File: src/rtl/afifo_wr_arbiter.sv
// -----------------------------------------------------------------------------
// afifo_wr_arbiter
//   Write-side scheduler for the async FIFO. Shares the single wclk-domain
//   write port among NUM_REQ requesters using round-robin arbitration with
//   bounded bursts. A one-entry holding register decouples grants from wfull,
//   so an accepted word is never dropped. Counts cycles stalled on wfull.
//
// Ports
//   wclk           in   write clock
//   wrst           in   synchronous active-high reset
//   req            in   per-requester word-valid, held until granted
//   req_data       in   requester i word at [i*DATA_WIDTH +: DATA_WIDTH]
//   gnt            out  one-hot/zero grant (combinational)
//   winc           out  FIFO write enable
//   wdata          out  FIFO write data (holding register)
//   wfull          in   FIFO full flag
//   owner          out  current/last granted requester
//   busy           out  holding register valid or burst in progress
//   full_stall_cnt out  saturating count of cycles with a word stalled on wfull
// -----------------------------------------------------------------------------
module afifo_wr_arbiter #(
   parameter int NUM_REQ    = 4,
   parameter int DATA_WIDTH = 32,
   parameter int BURST_LEN  = 4,
   parameter int CNT_WIDTH  = 16
) (
   input  logic                            wclk,
   input  logic                            wrst,
   input  logic [NUM_REQ-1:0]              req,
   input  logic [NUM_REQ*DATA_WIDTH-1:0]   req_data,
   output logic [NUM_REQ-1:0]              gnt,
   output logic                            winc,
   output logic [DATA_WIDTH-1:0]           wdata,
   input  logic                            wfull,
   output logic [$clog2(NUM_REQ)-1:0]      owner,
   output logic                            busy,
   output logic [CNT_WIDTH-1:0]            full_stall_cnt
);

   localparam int OW = $clog2(NUM_REQ);
   localparam int BW = $clog2(BURST_LEN + 1);

   typedef enum logic {ARB, BURST} state_t;

   state_t                r_state, w_state_nxt;
   logic                  r_hold_vld;
   logic [DATA_WIDTH-1:0] r_hold_data;
   logic [OW-1:0]         r_owner, w_owner_nxt;
   logic [OW-1:0]         r_rr_last, w_rr_nxt;
   logic [BW-1:0]         r_beats, w_beats_nxt;
   logic [CNT_WIDTH-1:0]  r_stall_cnt;

   logic                  w_accept_ok;
   logic                  w_accept;
   logic                  w_found;
   logic [OW-1:0]         w_winner;
   logic [OW-1:0]         w_sel;

   // Slot is free, or the held word drains at this same edge.
   assign w_accept_ok = ~r_hold_vld | ~wfull;

   // Round-robin search starting just after the last winner.
   always_comb begin
      w_found  = 1'b0;
      w_winner = '0;
      for (int unsigned k = 1; k <= NUM_REQ; k++) begin
         if (!w_found && req[(32'(r_rr_last) + k) % NUM_REQ]) begin
            w_found  = 1'b1;
            w_winner = OW'((32'(r_rr_last) + k) % NUM_REQ);
         end
      end
   end

   always_comb begin
      gnt         = '0;
      w_state_nxt = r_state;
      w_owner_nxt = r_owner;
      w_rr_nxt    = r_rr_last;
      w_beats_nxt = r_beats;
      w_sel       = r_owner;
      if (!wrst) begin
         case (r_state)
            ARB: begin
               if (w_accept_ok && w_found) begin
                  gnt[w_winner] = 1'b1;
                  w_sel         = w_winner;
                  w_owner_nxt   = w_winner;
                  w_rr_nxt      = w_winner;
                  w_beats_nxt   = BW'(1);
                  w_state_nxt   = (BURST_LEN > 1) ? BURST : ARB;
               end
            end
            BURST: begin
               if (!req[r_owner]) begin
                  // Owner went idle: give up the burst, costs one bubble.
                  w_state_nxt = ARB;
               end else if (w_accept_ok) begin
                  gnt[r_owner] = 1'b1;
                  w_beats_nxt  = r_beats + 1'b1;
                  if (r_beats + 1'b1 == BW'(BURST_LEN)) w_state_nxt = ARB;
               end
            end
            default: w_state_nxt = ARB;
         endcase
      end
   end

   assign w_accept = |gnt;

   always_ff @(posedge wclk) begin
      if (wrst) begin
         r_state     <= ARB;
         r_hold_vld  <= 1'b0;
         r_hold_data <= '0;
         r_owner     <= '0;
         r_rr_last   <= OW'(NUM_REQ - 1);
         r_beats     <= '0;
         r_stall_cnt <= '0;
      end else begin
         r_state   <= w_state_nxt;
         r_owner   <= w_owner_nxt;
         r_rr_last <= w_rr_nxt;
         r_beats   <= w_beats_nxt;
         if (w_accept) begin
            r_hold_vld  <= 1'b1;
            r_hold_data <= req_data[32'(w_sel)*DATA_WIDTH +: DATA_WIDTH];
         end else if (winc) begin
            r_hold_vld <= 1'b0;
         end
         if (r_hold_vld && wfull && (r_stall_cnt != '1))
            r_stall_cnt <= r_stall_cnt + 1'b1;
      end
   end

   assign winc           = r_hold_vld & ~wfull & ~wrst;
   assign wdata          = r_hold_data;
   assign owner          = r_owner;
   assign busy           = r_hold_vld | (r_state == BURST);
   assign full_stall_cnt = r_stall_cnt;

endmodule

File: config.mk
export PLATFORM = sky130hd
export DESIGN_NAME = afifo_wr_arbiter
export DESIGN_NICKNAME = d
export VERILOG_FILES = /design/src/rtl/afifo_wr_arbiter.sv
export SDC_FILE = /design/constraint.sdc
export NUM_CORES = 1
export LEC_CHECK = 0
export ABC_AREA = 1
export BUFFER_PORTS_ARGS = -buffer_cell sky130_fd_sc_hd__buf_4
export CAP_MARGIN = 20
export CORE_MARGIN = 2
export CORE_UTILIZATION = 30
export DETAILED_ROUTE_END_ITERATION = 12
export GPL_TIMING_DRIVEN = 0
export PLACE_DENSITY = 0.58
export SYNTH_ARGS = -nofsm -noshare
export SYNTH_HDL_FRONTEND = slang
export SYNTH_SLANG_ARGS = --single-unit
File: constraint.sdc
create_clock -name wclk -period 5 [get_ports wclk]
set_input_delay 0.75 -clock wclk [delete_from_list [all_inputs] [get_ports wclk]]
set_output_delay 0.75 -clock wclk [all_outputs]
set_load 0.1 [all_outputs]
==> results.sh, run 1 <==
export IMPL_post_place_ws_ns=1.646
export IMPL_syn_inst=837
export IMPL_wirelength_mm=14.60
export IMPL_clock_path_buffers=2
export IMPL_setup_tns_final_ns=0
export IMPL_reg2reg_from="r_rr_last[0]"
export IMPL_status="finished, final reports clean"
export IMPL_synth_top_cells_by_area="dfxtp_1 (25%), nand2_1 (20%), inv_1 (16%), nand3_1 (15%), nor2_1 (7.1%)"
export IMPL_place_inst=1211
export IMPL_cts_htree_levels=3
export IMPL_p_leak_uw=0.003852
export IMPL_setup_viol=0
export IMPL_num_fill_cells=1648
export IMPL_fp_dieW_um=126.8
export IMPL_max_freq_ghz=0.2994
export IMPL_synth_top_flop_cell="dfxtp_1"
export IMPL_min_from="r_beats[2]"
export IMPL_grt_max_degree=11
export IMPL_worstPathArrival_ns=2.59
export IMPL_drive_gt1_share_pct=24.38
export IMPL_clk_root_buffer_cell="clkbuf_16"
export IMPL_vias=5301
export IMPL_p_total_uw=4296
export IMPL_min_delay_worst_endpoint="r_beats[2]"
export IMPL_cp_required_ns=4.25
export IMPL_syn_area_sq_um=4522
export IMPL_wire_per_inst_um=11.90
export IMPL_cp_cell_sequence="buf_4, inv_1, clkbuf_1, clkbuf_1, nand2_1, nor2_1, buf_4"
export IMPL_finalNonFillerCells=1226
export IMPL_core_sq_um=14640
export IMPL_drc=0
export IMPL_gp_congestion=0.8463
export IMPL_die_h_um=126.8
export IMPL_areaGrowthSynthToFinish_pct=42.47
export IMPL_netlist_top_cell_by_area="dfxtp_1"
export IMPL_grt_pass1_vias=4844
export IMPL_cts_sinks=57
export IMPL_gr_total_overflow=0
export IMPL_min_period_ns=3.340
export IMPL_hold_ws_ns=0.4622
export IMPL_r2r_end="wdata[5]"
export IMPL_finalCritPeriodShare_pct=66.80
export IMPL_hold_path_class="flip-flop to flip-flop"
export IMPL_synthDistinctLibCells=32
export IMPL_holdBufCountCts=0
export IMPL_regToRegSetupSlack_ns=2.32
export IMPL_finalHoldViolCount=0
export IMPL_grt_first_pass_wirelength_mm=23.36
export IMPL_syn_nets=975
export IMPL_end_kind="output port"
export IMPL_yosysSeqAreaShare_pct=25.24
export IMPL_row_count=44
export IMPL_dieArea_sq_um=16070
export IMPL_buffer_ports_inserted=190
export IMPL_synth_area_per_cell_sq_um=5.402
export IMPL_async_reset_ff_share_pct=0
export IMPL_yosysMostFrequentCell="nand2_1"
export IMPL_drv_slew=0
export IMPL_antenna_found_initial=0
export IMPL_r2r_cells=18
export IMPL_start_util_pct=30.88
export IMPL_min_path_cells=2
export IMPL_clk_pin_slew_worst_paths_ns=0.05
export IMPL_cp_startpoint="wrst"
export IMPL_synth_commonest_cells="nand2_1 (242), inv_1 (195), nand3_1 (138), nor2_1 (85), dfxtp_1 (57)"
export IMPL_hpwlAfterDp_mm=11.51
export IMPL_first_pass_iters=5
export IMPL_io_pins=191
export IMPL_cellPowerDensity_nw_per_um2=666.8
export IMPL_cp_slowest_stage_delay_ns=0.53
export IMPL_ys_warnings_count=0
export IMPL_setup_slack_ns=1.660
export IMPL_cts_inserted_buffers=9
export IMPL_slew_limit_headroom_pct=57.14
export IMPL_synth_edf_count=0
export IMPL_critPathMaxFanout=10
export IMPL_cts_tree="built"
export IMPL_grt_setup_unrepaired="no"
export IMPL_ys_ff_latch=57
export IMPL_yosys_area_top_type_share_pct=25.24
export IMPL_post_cts_buffers=0
export IMPL_first_iter_violations=257
export IMPL_critical_path_slowest_cell="clkbuf_1"
export IMPL_worst_clock_skew_ns=0.005312
export IMPL_finish_net_count=1176
export IMPL_cts_resized=0
export IMPL_clock_latency_ns=0.33
export IMPL_vdd_drop_max_mv=0.2172
export IMPL_crit_path_start_kind="input port"
export IMPL_diodes=0
export IMPL_max_slew_worst_pin_slew_ns=0.6386
export IMPL_grt_util_all_layers_pct=18.10
export IMPL_path_class="input port to output port"
export IMPL_ant_nets=0
export IMPL_via_per_inst=4.324
export IMPL_max_cap_violations=0
-- cell usage in the layout (no fill, tap or decap), types with 7 or more instances in the layout --
cell type,synthesis,layout
nor2_1,85,85
clkbuf_1,11,13
clkbuf_16,0,9
a21oi_1,18,18
inv_1,195,195
nand2_1,242,242
nand2_2,9,9
o21ai_0,10,10
buf_2,19,19
buf_6,7,7
buf_4,2,192
nand3_1,138,138
dfxtp_1,57,57
-- metrics by stage --
stage	util [%]	area, sq um
2_1_floorplan	-	4522
3_3_place_gp	42.19	6178
3_5_place_dp	42.19	6178
4_1_cts	43.99	6442
5_1_grt	43.99	6442
6_report	43.99	6442
-- layout make-up --
class / count / area (sq um) / area share, %
Buffer: 41 / 237.7 / 3.690
Clock buffer: 12 / 246.5 / 3.826
Clock inverter: 3 / 17.52 / 0.2719
Inverter: 198 / 743.2 / 11.54
Multi-Input combinational cell: 541 / 2400 / 37.25
Sequential cell: 57 / 1141 / 17.71
Tap cell: 184 / 230.2 / 3.574
Timing Repair Buffer: 190 / 1426 / 22.14
-- registers in the layout, indices dropped and copies added, names as in the netlist --
name / count
wdata: 32
r_hold_vld: 1
full_stall_cnt: 16
owner: 2
r_rr_last: 2
r_beats: 3
r_state: 1
-- worst max-delay path: cells and delay by family --
kind | cells | cell delay (ns)
buffers and inverters | 5 | 1.63
and+or+nand+nor | 2 | 0.20
-- cells by family (layout without fill, tap and decap cells) --
kind of cell | after synthesis | in the layout | synth area share (%)
fa+ha+maj | 3 | 3 | 0.8302
flops | 57 | 57 | 25.24
xor+xnor | 3 | 3 | 0.5812
simple gates | 496 | 496 | 46.79
compound gates | 39 | 39 | 4.870
buf+inv | 239 | 444 | 21.69
-- routing by layer --
| layer | vias up | wire length, um | track usage, % |
|---|---|---|---|
| li1 | 2899 | - | - |
| met1 | 2245 | 6793 | 23.62 |
| met2 | 138 | 6591 | 29.03 |
| met3 | 19 | 905 | 4.935 |
| met4 | 0 | 305 | 5.947 |
| met5 | - | 0 | 0 |
-- worst max-delay path by stage --
stage,endpoint,cells past startpoint
after floorplan,winc,5
after global routing,winc,7
final,winc,7
after global placement,winc,7
after CTS,winc,7
after detailed placement,winc,7
-- power by group --
group | internal (uW) | switching [uW] | total (uW)
sequential | 580 | 73.5 | 654
clock | 344 | 207 | 550
combinational | 918 | 2170 | 3090
total | 1840 | 2450 | 4300
Note: power is estimated with default switching activity, not from simulation.
==> run 2, diff against run 1 <==
--- a/config.mk
+++ b/config.mk
@@ -12,7 +12,7 @@
 export CORE_UTILIZATION = 30
 export DETAILED_ROUTE_END_ITERATION = 12
 export GPL_TIMING_DRIVEN = 0
-export PLACE_DENSITY = 0.58
+export PLACE_DENSITY = 0.6
 export SYNTH_ARGS = -nofsm -noshare
 export SYNTH_HDL_FRONTEND = slang
 export SYNTH_SLANG_ARGS = --single-unit
==> constraint.sdc (replaced) <==
create_clock -name wclk -period 2.78 [get_ports wclk]
set_input_delay 0.417 -clock wclk [delete_from_list [all_inputs] [get_ports wclk]]
set_output_delay 0.417 -clock wclk [all_outputs]
set_load 0.1 [all_outputs]
==> run 2 against run 1 <==
Compared with the run above:
- largest cell class unchanged
- register-to-register slack lost 2.1 ns
- clock-buffer cell count shrank 2
- first-iteration DRC count shrank 14%
- critical endpoint is now gnt[2]
- total power grew 87%
==> results.sh, run 2 (synthesis results as in run 1) <==
export IMPL_dieArea_sq_um=16070
export IMPL_max_cap_violations=0
export IMPL_gp_congestion=0.8555
export IMPL_wire_per_inst_um=11.89
export IMPL_slew_limit_headroom_pct=58.41
export IMPL_via_per_inst=4.351
export IMPL_cp_cell_sequence="buf_6, inv_2, buf_6, nand2_1, nand2_2, nand2_2, nand2_2, nor2_4, nand3_2, nand2_4, inv_4, nand2_1, nor2_1, o21ai_2, inv_2, buf_12"
export IMPL_num_fill_cells=1650
export IMPL_row_count=44
export IMPL_buffer_ports_inserted=190
export IMPL_fp_dieW_um=126.8
export IMPL_hpwlAfterDp_mm=11.55
export IMPL_grt_max_degree=11
export IMPL_io_pins=191
export IMPL_first_iter_violations=221
export IMPL_path_class="flip-flop to output port"
export IMPL_status="finished, final reports clean"
export IMPL_drive_gt1_share_pct=25.62
export IMPL_final_common_cell="nand2_1"
export IMPL_first_pass_iters=5
export IMPL_gr_total_overflow=0
export IMPL_p_total_uw=8045
export IMPL_start_util_pct=30.88
export IMPL_drv_slew=0
export IMPL_cellPowerDensity_nw_per_um2=1221
export IMPL_max_slew_worst_pin_slew_ns=0.6238
export IMPL_vias=5352
export IMPL_clk_root_buffer_cell="clkbuf_16"
export IMPL_clock_path_buffers=2
export IMPL_p_leak_uw=0.003909
export IMPL_vdd_drop_max_mv=0.4602
export IMPL_hold_path_class="input port to flip-flop"
export IMPL_ant_nets=0
export IMPL_grt_util_all_layers_pct=18.48
export IMPL_layout_common_cells="nand2_1 (241), inv_1 (193), buf_4 (190)"
export IMPL_critPathMaxFanout=10
export IMPL_grt_pass1_vias=4945
export IMPL_finalInstanceArea_sq_um=6589
export IMPL_cts_htree_levels=3
export IMPL_hold_ws_ns=0.3938
export IMPL_multi_input_area_sq_um=2429
export IMPL_cp_common_cell="nand2_2"
export IMPL_wirelength_mm=14.63
export IMPL_clock_latency_ns=0.33
export IMPL_finalHoldViolCount=0
export IMPL_die_h_um=126.8
export IMPL_core_sq_um=14640
export IMPL_cts_inserted_buffers=9
export IMPL_setup_viol=0
export IMPL_post_place_ws_ns=0.04934
export IMPL_antenna_found_initial=0
export IMPL_areaGrowthSynthToFinish_pct=45.71
export IMPL_crit_path_start_kind="flip-flop"
export IMPL_cp_required_ns=2.36
export IMPL_finalCritPeriodShare_pct=94.47
export IMPL_max_freq_ghz=0.3808
export IMPL_end_kind="output port"
export IMPL_cts_tree="built"
export IMPL_grt_setup_unrepaired="yes"
export IMPL_seqCellArea_sq_um=1144
export IMPL_drc=0
export IMPL_diodes=0
export IMPL_worst_clock_skew_ns=0.003041
export IMPL_grt_first_pass_wirelength_mm=24.03
export IMPL_cts_sinks=57
export IMPL_critical_path_slowest_cell="dfxtp_1"
export IMPL_setup_slack_ns=0.1538
export IMPL_min_period_ns=2.626
export IMPL_placedInstanceArea_sq_um=6182
export IMPL_cp_slowest_stage_delay_ns=0.32
export IMPL_worstPathArrival_ns=2.21
export IMPL_clk_pin_slew_worst_paths_ns=0.05
export IMPL_largest_register_ffs=32
export IMPL_finish_net_count=1179
## run 2: stage by stage
stage	utilization [%]	TNS, ns	std cells
finish	44.99	0	1230
detailed placement	42.22	0	1211
CTS	44.34	0	1227
global placement	42.22	0	1211
global route	44.99	-0.01584	1230
floorplan	-	0	837
## run 2: power breakdown
| part | leakage, uW | total (uW) | switching [uW] | internal (uW) |
|---|---|---|---|---|
| logic | 0.00329 | 5710 | 3960 | 1740 |
| clock network | 0.000152 | 1160 | 385 | 778 |
| registers | 0.000468 | 1180 | 131 | 1050 |
## run 2: worst max-delay path: cells and delay by family (launching register included)
family                 cells  cell delay (ns)
AO/OA/AOI/OAI              1             0.19
buffers and inverters      6             0.58
flip-flops                 1             0.32
AND/OR/NAND/NOR            9             0.78
## run 2: layout make-up
class                      instances  area share, %
multi-input combinational        541          36.86
tap                              184          3.494
clock buffer                      10          3.475
sequential                        57          17.36
clock inverter                     6          1.253
timing repair buffer             193          22.48
inverter                         198          11.32
buffer                            41          3.760
## run 2: routing by layer
metal | up-vias | GRT usage, % | wire [um]
li1 | 2911 | - | -
met1 | 2289 | 24.05 | 6687
met2 | 138 | 30.40 | 6765
met3 | 14 | 4.175 | 957
met4 | 0 | 6.076 | 219
met5 | - | 0 | 0
## run 2: what timing repair did
action,4_1_cts,5_1_grt
gates resized for setup,0,23
hold buffers,0,0
setup buffers,0,3
setup endpoints to repair,0,36
## run 2: final timing paths
check / start / endpoint / slack [ns] / cells past startpoint
max: r_rr_last[0] / gnt[2] / 0.15 / 16
min: wrst / full_stall_cnt[4] / 0.39 / 3
max reg2reg: r_rr_last[0] / wdata[5] / 0.26 / 20
min reg2reg: r_beats[2] / r_beats[2] / 0.47 / 2
